$ cat src/rtl/i2s_transmitter_if.sv
// i2s_transmitter_if: sample/handshake side and serial side of the I2S transmitter
interface i2s_transmitter_if #(parameter int BITSIZE = 24);
  logic                      lrclk;
  logic                      enable;
  logic signed [BITSIZE-1:0] left_in;
  logic signed [BITSIZE-1:0] right_in;
  logic                      sample_valid;
  logic                      dacdat;
  logic                      sample_req;
  logic                      underrun;
  modport master (output lrclk, enable, left_in, right_in, sample_valid,
                  input dacdat, sample_req, underrun);
  modport slave (input lrclk, enable, left_in, right_in, sample_valid,
                 output dacdat, sample_req, underrun);
endinterface

$ cat src/rtl/i2s_transmitter.sv
// i2s_transmitter: serializes buffered stereo samples MSB-first onto dacdat, framed by lrclk
module i2s_transmitter #(
  parameter int BITSIZE  = 24,
  parameter int SLOTBITS = 32
) (
  input logic          bclk,
  input logic          rst_n,
  i2s_transmitter_if.slave bus
);
  localparam int CW = $clog2(SLOTBITS + 1);
  localparam logic [CW-1:0] BS = CW'(BITSIZE);
  localparam logic [CW-1:0] SB = CW'(SLOTBITS);
  typedef enum logic [1:0] {IDLE, LEFT, RIGHT} state_t;
  state_t             state_q, state_d;
  logic [CW-1:0]      cnt_q, cnt_d;
  logic               lr_q;
  logic               pend_v_q, pend_v_d;
  logic [BITSIZE-1:0] pend_l_q, pend_l_d, pend_r_q, pend_r_d;
  logic [BITSIZE-1:0] hold_r_q, hold_r_d, sh_q, sh_d, load;
  logic               dac_q, dac_d, req_q, req_d, und_q, und_d;
  logic               fall, rise, fstart, cstart, start, bit_nx;
  always_comb begin
    fall     = lr_q & ~bus.lrclk;
    rise     = ~lr_q & bus.lrclk;
    // a fall never restarts a left slot, and a rise only matters while sending left
    fstart   = fall && state_q != LEFT;
    cstart   = rise && state_q == LEFT;
    start    = fstart | cstart;
    state_d  = fstart ? LEFT : cstart ? RIGHT : state_q;
    hold_r_d = fstart ? (pend_v_q ? pend_r_q : '0) : hold_r_q;
    load     = fstart ? (pend_v_q ? pend_l_q : '0) : hold_r_q;
    sh_d     = start ? {load[BITSIZE-2:0], 1'b0} : {sh_q[BITSIZE-2:0], 1'b0};
    bit_nx   = start ? load[BITSIZE-1] : (state_q != IDLE && cnt_q < BS) & sh_q[BITSIZE-1];
    cnt_d    = start ? CW'(1) : (state_q != IDLE && cnt_q < SB) ? cnt_q + CW'(1) : cnt_q;
    dac_d    = bus.enable & bit_nx;
    req_d    = fstart & pend_v_q;
    und_d    = fstart & ~pend_v_q;
    // a sample arriving on a frame start is kept for the next frame, never bypassed
    pend_v_d = bus.sample_valid | (pend_v_q & ~fstart);
    pend_l_d = bus.sample_valid ? bus.left_in : pend_l_q;
    pend_r_d = bus.sample_valid ? bus.right_in : pend_r_q;
  end
  always_ff @(posedge bclk or negedge rst_n) begin
    if (!rst_n) begin
      state_q  <= IDLE;
      cnt_q    <= '0;
      lr_q     <= 1'b0;
      pend_v_q <= 1'b0;
      pend_l_q <= '0;
      pend_r_q <= '0;
      hold_r_q <= '0;
      sh_q     <= '0;
      dac_q    <= 1'b0;
      req_q    <= 1'b0;
      und_q    <= 1'b0;
    end else begin
      state_q  <= state_d;
      cnt_q    <= cnt_d;
      lr_q     <= bus.lrclk;
      pend_v_q <= pend_v_d;
      pend_l_q <= pend_l_d;
      pend_r_q <= pend_r_d;
      hold_r_q <= hold_r_d;
      sh_q     <= sh_d;
      dac_q    <= dac_d;
      req_q    <= req_d;
      und_q    <= und_d;
    end
  end
  assign bus.dacdat     = dac_q;
  assign bus.sample_req = req_q;
  assign bus.underrun   = und_q;
endmodule

$ cat src/flat_wrapper.sv
// flat-port wrapper written by rule: the top's interface ports become plain ports
module i2s_transmitter_flat 
#(
  parameter int BITSIZE  = 24,
  parameter int SLOTBITS = 32
)
  (bclk, rst_n, bus_lrclk, bus_enable, bus_left_in, bus_right_in, bus_sample_valid, bus_dacdat, bus_sample_req, bus_underrun);
  i2s_transmitter_if #(.BITSIZE(BITSIZE)) bus_i ();
  input logic bclk;
  input logic rst_n;
  input wire logic [$bits(bus_i.lrclk)-1:0] bus_lrclk;
  input wire logic [$bits(bus_i.enable)-1:0] bus_enable;
  input wire logic [$bits(bus_i.left_in)-1:0] bus_left_in;
  input wire logic [$bits(bus_i.right_in)-1:0] bus_right_in;
  input wire logic [$bits(bus_i.sample_valid)-1:0] bus_sample_valid;
  output wire logic [$bits(bus_i.dacdat)-1:0] bus_dacdat;
  output wire logic [$bits(bus_i.sample_req)-1:0] bus_sample_req;
  output wire logic [$bits(bus_i.underrun)-1:0] bus_underrun;
  assign bus_i.lrclk = bus_lrclk;
  assign bus_i.enable = bus_enable;
  assign bus_i.left_in = bus_left_in;
  assign bus_i.right_in = bus_right_in;
  assign bus_i.sample_valid = bus_sample_valid;
  assign bus_dacdat = bus_i.dacdat;
  assign bus_sample_req = bus_i.sample_req;
  assign bus_underrun = bus_i.underrun;
  i2s_transmitter #(.BITSIZE(BITSIZE), .SLOTBITS(SLOTBITS)) u_core (.bclk(bclk), .rst_n(rst_n), .bus(bus_i));
endmodule
$ cat config.mk
export PLATFORM = sky130hd
export DESIGN_NAME = i2s_transmitter_flat
export DESIGN_NICKNAME = d
export VERILOG_FILES = /design/src/rtl/i2s_transmitter_if.sv /design/src/rtl/i2s_transmitter.sv /design/src/flat_wrapper.sv
export SDC_FILE = /design/constraint.sdc
export NUM_CORES = 1
export LEC_CHECK = 0
export CORE_MARGIN = 2
export CORE_UTILIZATION = 50
export DETAILED_ROUTE_END_ITERATION = 8
export GPL_TIMING_DRIVEN = 0
export PLACE_DENSITY_LB_ADDON = 0.2
export SLEW_MARGIN = 40
export SYNTH_ARGS = -nofsm -noshare
export SYNTH_HDL_FRONTEND = slang
export SYNTH_SLANG_ARGS = --single-unit
$ cat constraint.sdc
create_clock -name bclk -period 1.38 [get_ports bclk]
set_input_delay 0.138 -clock bclk [delete_from_list [all_inputs] [get_ports bclk]]
set_output_delay 0.138 -clock bclk [all_outputs]
set_load 0.02 [all_outputs]
# Word-level counts from Yosys, hierarchy flattened
# Index checks and enable logic that the tools add are counted.
# Widths: inputs -> output; s select.
dict set report totals {
  reg_bits 109
  out_inout_bits 3
  wordCells 45
}
dict set report op_classes {
  addsub 1
  order_cmp 2
  eq_ne 2
  mux 9
  bitwise 13
  reduce_logical 7
}
# operator n
set op_table {}
lappend op_table {{$mux 24} 4}
lappend op_table {{$mux 6} 2}
lappend op_table {{$and 1x1->1} 7}
lappend op_table {{$add 6x1->6 const B} 1}
lappend op_table {{$lt 6x5->1 const B} 1}
lappend op_table {{$lt 6x6->1 const B} 1}
lappend op_table {{$reduce_bool 2->1} 3}
lappend op_table {{$logic_and 1x1->1} 4}
lappend op_table {{$mux 2} 2}
lappend op_table {{$not 1->1} 4}
lappend op_table {{$eq 2x1->1 const B} 1}
lappend op_table {{$ne 2x1->1 const B} 1}
lappend op_table {{$or 1x1->1} 2}
lappend op_table {{$mux 1} 1}

# Longest topological paths before layout
# Gate-level depths: netlist of run 1.
dict set report depth {
  ltp_word 6
  ltp_mapped 6
}

# Least setup slack after synthesis of run 1
# No wires, ideal clock.
dict set report synth_timing {
  path_type {reg-to-reg}
  start {register u_core.state_q[1]}
  end {register u_core.hold_r_q[4]}
  arrival_ns 1.276
  t_required_ns 1.259
  setup_slack_ns -0.017
  stages_incl_launch_ff 7
  period_less_slack_ns 1.397
  path_cell_list {dfrtp_1 -> nand2b_1 -> buf_2 -> and3_1 -> buf_6 -> buf_6 -> a22o_1}
}
dict set report synth_between {
  elab_chain_len 2
}
# element line
set synth_lines {}
lappend synth_lines {{start: declaration} i2s_transmitter.sv:14} ;# state_t state_q, state_d;
lappend synth_lines {{start signal: assignment} i2s_transmitter.sv:57} ;# state_q <= state_d;
lappend synth_lines {{$ne 2x1->1} i2s_transmitter.sv:26} ;# fstart = fall && state_q != LEFT;
lappend synth_lines {{$logic_and 1x1->1} i2s_transmitter.sv:26}
lappend synth_lines {{end signal: assignment} i2s_transmitter.sv:63} ;# hold_r_q <= hold_r_d;
lappend synth_lines {{end: declaration} i2s_transmitter.sv:19} ;# logic [BITSIZE-1:0] hold_r_q, hold_r_d, sh_q, sh_d, load;
# Every way passes these cells.
# A chain may end at the register's enable or synchronous reset.

# Worst setup path in the final report of run 1
dict set report layout_timing {
  start {register u_core.state_q[1]}
  end {register u_core.sh_q[16]}
}
dict set report layout_between {
  elab_chain_len 4
  word_cells_on_any_way 7
  classes_between {eq/ne: 2; mux: 2; bitwise: 1; reduce/logical: 2}
}
# element line
set layout_lines {}
lappend layout_lines {{$ne 2x1->1 or $eq 2x1->1 (tied branches)} {i2s_transmitter.sv:26, i2s_transmitter.sv:27}}
lappend layout_lines {{$logic_and 1x1->1, on equally long branches} {i2s_transmitter.sv:26, i2s_transmitter.sv:27}}
lappend layout_lines {{$mux 24 or $or 1x1->1 (tied branches)} {i2s_transmitter.sv:31, i2s_transmitter.sv:28}}
lappend layout_lines {{$mux 24 *} i2s_transmitter.sv:32} ;# sh_d = start ? {load[BITSIZE-2:0], 1'b0} : {sh_q[BITSIZE-2:0], 1'b0};
lappend layout_lines {{named net u_core.sh_d[16]} i2s_transmitter.sv:19}
lappend layout_lines {{end signal: assignment} i2s_transmitter.sv:52} ;# sh_q <= '0;
lappend layout_lines {{end signal: assignment} i2s_transmitter.sv:64} ;# sh_q <= sh_d;
lappend layout_lines {{end: declaration} i2s_transmitter.sv:19}
# The timed path passes the listed nets; every way through them passes the cells marked *.

==> results of run 1 <==
[Yosys cell counts (2+ instances only)]
library cell / instances
a2bb2oi_2: 16
a2bb2oi_1: 6
dfrtp_1: 108
nand2_1: 5
nand2b_1: 3
buf_1: 2
o21ai_0: 3
buf_6: 5
or3_1: 2
o22ai_1: 22
nand4bb_1: 2
buf_2: 19
clkbuf_1: 4
o21ai_1: 3
inv_1: 4
nor2_1: 2
mux2_2: 48
nand4_1: 23
a21oi_1: 7
a22o_1: 23
nor2b_1: 2
[cell families after synthesis]
family,Yosys count,synth area share [%]
DFF,108,59.9
AOI/OAI and AO/OA,88,17.1
muxes,49,12.2
and+or+nand+nor,45,6.10
buffers and inverters,34,4.19
xor gates and xnor gates,1,0.194
adders and majority gates,1,0.277
[power by group through the flow]
stage / registers, mW / clock network [mW] / logic, mW
floorplan: 4.09 / 0 / 1.15
global placement: 4.19 / 0 / 1.52
detailed placement: 4.21 / 0 / 1.59
CTS: 4.16 / 2.04 / 1.75
global route: 4.24 / 2.19 / 2.05
finish: 4.18 / 2.00 / 1.90
[registers in the layout, summed over array words and instances (netlist names)]
name and cells:
u_core.sh_q 23, u_core.pend_v_q 1, u_core.bus.underrun 1, u_core.pend_r_q 24
u_core.state_q 2, u_core.bus.dacdat 1, u_core.hold_r_q 24, u_core.lr_q 1
u_core.pend_l_q 24, u_core.cnt_q 6, u_core.bus.sample_req 1
[per-stage QoR]
stage               setup TNS [ns]  hold WS (ns)  std cells  power (mW)
detailed placement          -22.51        0.0366        489        5.79
global placement           -429.74         0.470        488        5.71
floorplan                        0        -0.158        326        5.24
CTS                         -0.421         0.173        518        7.94
finish                      -0.404         0.220        521        8.09
global route                 -1.66         0.220        521        8.49
[worst min-delay path by stage]
| stage | to | slack [ns] |
|---|---|---|
| floorplan | u_core.bus.dacdat | -0.16 |
| global placement | u_core.cnt_q[5] | 0.47 |
| detailed placement | u_core.cnt_q[4] | 0.04 |
| CTS | u_core.lr_q | 0.17 |
| global route | u_core.lr_q | 0.22 |
| finish | u_core.cnt_q[4] | 0.22 |
[worst max-delay path, cell delays in order, from the launching register on]
cell and delay [ns]:
dfrtp_2 0.47, nand4bb_1 0.21, buf_6 0.17, o21ai_4 0.07, buf_12 0.16, clkbuf_16 0.15, a2bb2oi_2 0.13
[metal layers]
metal | part of all wire (%) | vias up | GRT usage (%)
met5 | 0 | - | 0
met4 | 1.4 | 0 | 6.43
met3 | 4.8 | 10 | 4.47
met2 | 47 | 77 | 29.4
met1 | 47 | 1545 | 30.3
li1 | - | 1409 | -
[layout make-up]
cell class                 count  area [sq um]  area share (%)
sequential                   108          2710            46.1
buffer                        25           204            3.47
clock inverter                 7          87.6            1.49
tap                          108           135            2.30
inverter                       4          15.0           0.256
multi-input combinational    184          1790            30.5
clock buffer                   9           124            2.11
timing repair buffer          76           810            13.8
[what timing repair did]
item,in CTS,in global routing
hold buffers,1,0
setup endpoints to repair,55,51
resized for setup,35,37
pin swaps,2,5
gates cloned,2,2
endpoints found under the hold margin,42,0
buffers inserted,12,4
==> reports/metrics.csv, run 1 <==
metric;value;unit
status;finished with violations;
violations;negative setup slack;
die_h;99.0;um
pin_count;56;
drive_gt1_share;37.3;%
routabilityCongestion;0.806;
crit_path_end;u_core.sh_q[16];
numCtsBuffers;9;
ys_seq_area_share;59.9;%
hold_violations;0;
ir_drop;606;uV
p_clk_share;24.8;%
critPathMaxFanout;6;
power_density;1380;nW/um^2
switching_power;2.31;mW
grt_pass1_wl;15.3;mm
cp.required;1.68;ns
first_iter_violations;173;
syn_area;4510;sq um
io_buffers;54;
grt_max_degree;70;
grt_pass1_vias;2978;
period_share;103;%
rrSetupSlack;-0.05;ns
syn_nets;380;
slew_violations;0;
rsz0062_at_grt;true;
vias;3041;
pwr-share-seq;51.7;%
cts-root-buf;clkbuf_8;
cellLeakagePower;2.47;nW
fin_crit;1.43;ns
track_usage;20.1;%
dp_hpwl;6.17;mm
arrival;1.73;ns
cts_htree_levels;3;
netlist_instances;326;
synth_edf_count;0;
max_cap_viol_count;0;
route.detailed.drc;0;
max_freq;0.701;GHz
totalWireLength;9.70;mm
slew_headroom;56.4;%
clock-skew-final;0.00761;ns
area_growth;30.2;%
postPlaceCellArea;5230;sq um
synthDistinctLibCells;38;
comb_power_share;23.5;%
antenna_found_initial;0;
final_cell_mix;106 x dfrtp_1, 49 x clkdlybuf4s50_1, 48 x mux2_2;
netlist.area_leader.share;59.9;%
async_reset_ff_share;100;%
critPathLaunchType;register;
finish.instance_area;5870;sq um
yosysWarnings;0;
hold_path_class;in -> async;
yosysTopAreaCell;dfrtp_1;
insertion_delay;0.37;ns
worst_pin_slew;0.655;ns
ant_nets;0;
core;8720;sq um
row_count;34;
criticalPathCategory;reg -> reg;
rr_endpoint;u_core.sh_q[16];
path_clk_slew;0.10;ns
drtPass1Iterations;4;
start_util;51.7;%
clkSinkCount;108;
preCtsSetupSlack;-0.458;ns
final.setup.worst_slack;-0.0468;ns
final_util;67.3;%
viasPerCell;5.84;
cts_tree;built;
fp.dieW;99.0;um
nets;462;
overflow;0;
fill_cells;618;
switching_share;28.5;%
p_int;5.78;mW
yosys-top-cells-area;dfrtp_1 60%, mux2_2 12%, a2bb2oi_2 5.3%;
clock_path_buffers;2;
num_antenna_cells;0;
syn_area_per_cell;13.8;sq um
end_kind;register;
setup_violations;23;
reg2reg_from;u_core.state_q[1];
dieArea;9790;sq um
routedWlPerCell;18.6;um
ys_ff_latch;108;
final_common_cell;dfrtp_1;
ff2ff_path_depth;6;
ys.flop_type;dfrtp_1;
cp-startpoint;u_core.state_q[1];
Power figures use the tool's default switching activity.
==> run 2: changes to the inputs <==
- RECOVER_POWER: unset -> 25
==> results of run 2 <==
Same layout as run 1: the final DEF is identical, and so are final timing and power.
==> run 3: changes to the inputs <==
--- a/config.mk
+++ b/config.mk
@@ -8,3 +8,3 @@
 export CORE_MARGIN = 2
-export CORE_UTILIZATION = 50
+export CORE_UTILIZATION = 55
 export DETAILED_ROUTE_END_ITERATION = 8
==> constraint.sdc (replaced) <==
create_clock -name bclk -period 1.6 [get_ports bclk]
set_input_delay 0.16 -clock bclk [delete_from_list [all_inputs] [get_ports bclk]]
set_output_delay 0.16 -clock bclk [all_outputs]
set_load 0.05 [all_outputs]
==> run 3 against run 2 <==
Clock skew grew 0.0044 ns; die area shrank 8.7%; via count shrank 5.6%; fmax shrank 7.4%; wire length shrank 9.9%; worst hold slack gained 0.035 ns; total power shrank 18%; largest cell class unchanged; final cell count shrank 3.3%; sequential power shrank 14%; register-to-register slack gained 0.11 ns; first-iteration DRC count shrank 20%; the flow now finishes without violations.
==> reports/metrics.csv, run 3 (same netlist as run 1, synthesis figures left out) <==
metric;value;unit
cts_htree_levels;3;
track_usage;21.9;%
max_freq;0.649;GHz
pin_count;56;
fin_crit;1.54;ns
preCtsSetupSlack;-0.242;ns
nets;449;
grt_pass1_vias;2960;
slew_violations;0;
fin_tns_setup;0;ns
grt_pass1_wl;14.9;mm
worst_pin_slew;0.759;ns
clock_path_buffers;2;
row_count;33;
grt_max_degree;81;
ant_nets;0;
cellLeakagePower;2.30;nW
drive_gt1_share;28.6;%
cts_tree;built;
start_util;55.7;%
top_regs;u_core.hold_r_q x24, u_core.pend_l_q x24, u_core.pend_r_q x24;
overflow;0;
core;8090;sq um
ir_drop;686;uV
setup_violations;0;
dieArea;8940;sq um
die_h;94.5;um
cts-root-buf;clkbuf_8;
end_kind;register;
hold_path_class;in -> reg;
slew_headroom;49.4;%
numCtsBuffers;9;
fin_hold_ws;0.255;ns
clkSinkCount;108;
vias;2870;
num_antenna_cells;0;
path_clk_slew;0.10;ns
rsz0062_at_grt;false;
antenna_found_initial;0;
fp.dieW;94.5;um
critPathLaunchType;register;
io_buffers;54;
insertion_delay;0.37;ns
dp_hpwl;6.02;mm
final.setup.worst_slack;0.0585;ns
criticalPathCategory;reg -> reg;
status;finished, final reports clean;
cp.required;1.85;ns
clock-skew-final;0.0120;ns
first_iter_violations;139;
critPathMaxFanout;10;
period_share;96.3;%
route.detailed.drc;0;
hold_violations;0;
area_growth;20.6;%
finish.instance_area;5440;sq um
final_util;67.2;%
routedWlPerCell;17.3;um
power_density;1220;nW/um^2
final_cell_mix;106 x dfrtp_1, 50 x clkdlybuf4s50_1, 48 x mux2_2;
final_common_cell;dfrtp_1;
totalWireLength;8.74;mm
postPlaceCellArea;5210;sq um
arrival;1.80;ns
drtPass1Iterations;5;
routabilityCongestion;0.881;
max_cap_viol_count;0;
viasPerCell;5.69;
[run 3: cell count changes in the layout (fill, tap and decap cells not counted), moves of 4 or more]
cell / delta
o22ai_1: +13
o22ai_2: -13
buf_2: +12
buf_6: -10
buf_4: -8
a2bb2oi_1: +5
a2bb2oi_2: -5
buf_8: -4
[run 3: worst max-delay path: stages, from the launching register on]
cell	delay, ns
dfrtp_2	0.47
nand2b_1	0.15
buf_2	0.18
and3_1	0.19
buf_6	0.13
buf_6	0.13
a22o_1	0.18
[run 3: worst paths after layout]
kind	start	to	slack [ns]	depth (start not counted)
max in group asynchronous	rst_n	u_core.pend_l_q[12]	0.39	3
hold reg to reg	u_core.cnt_q[5]	u_core.cnt_q[5]	0.49	1
setup reg to reg	u_core.state_q[1]	u_core.hold_r_q[8]	0.06	6
setup / recovery	u_core.state_q[1]	u_core.hold_r_q[8]	0.06	6
hold / removal	bus_sample_valid	u_core.pend_r_q[1]	0.26	2
min in group asynchronous	rst_n	u_core.pend_l_q[0]	0.39	2
[run 3: report_power, final]
| part | internal [mW] | switching [mW] |
|---|---|---|
| Sequential | 3.25 | 0.329 |
| Clock | 0.767 | 0.894 |
| Combinational | 0.793 | 0.581 |
| Total | 4.81 | 1.80 |
[run 3: layer usage]
metal / up-vias / track usage, % / part of all wire [%]
met3: 2 / 5.51 / 5.0
met5: - / 0 / 0
met2: 66 / 33.6 / 47
li1: 1377 / - / -
met4: 0 / 4.71 / 0.46
met1: 1425 / 32.0 / 48
[run 3: per-stage QoR]
step           power [mW]  std cells
6_report             6.61        504
5_1_grt              6.98        504
4_1_cts              6.66        502
3_5_place_dp         5.00        486
3_3_place_gp         4.93        485
2_1_floorplan        4.52        326
[run 3: area by class of cell]
| class | count | area, sq um |
|---|---|---|
| Inverter | 4 | 15.0 |
| Clock buffer | 10 | 138 |
| Buffer | 30 | 181 |
| Sequential cell | 108 | 2710 |
| Clock inverter | 5 | 61.3 |
| Timing Repair Buffer | 58 | 584 |
| Multi-Input combinational cell | 184 | 1620 |
| Tap cell | 105 | 131 |
| Fill cell | 600 | 2650 |
[run 3: repair_timing]
action | 4_1_cts | 5_1_grt
buffers inserted | 0 | 2
endpoints found under the setup margin | 3 | 36
resized for setup | 3 | 10
cloned | 0 | 0
endpoints found under the hold margin | 108 | 0
hold buffers | 1 | 0
pin swaps | 0 | 1
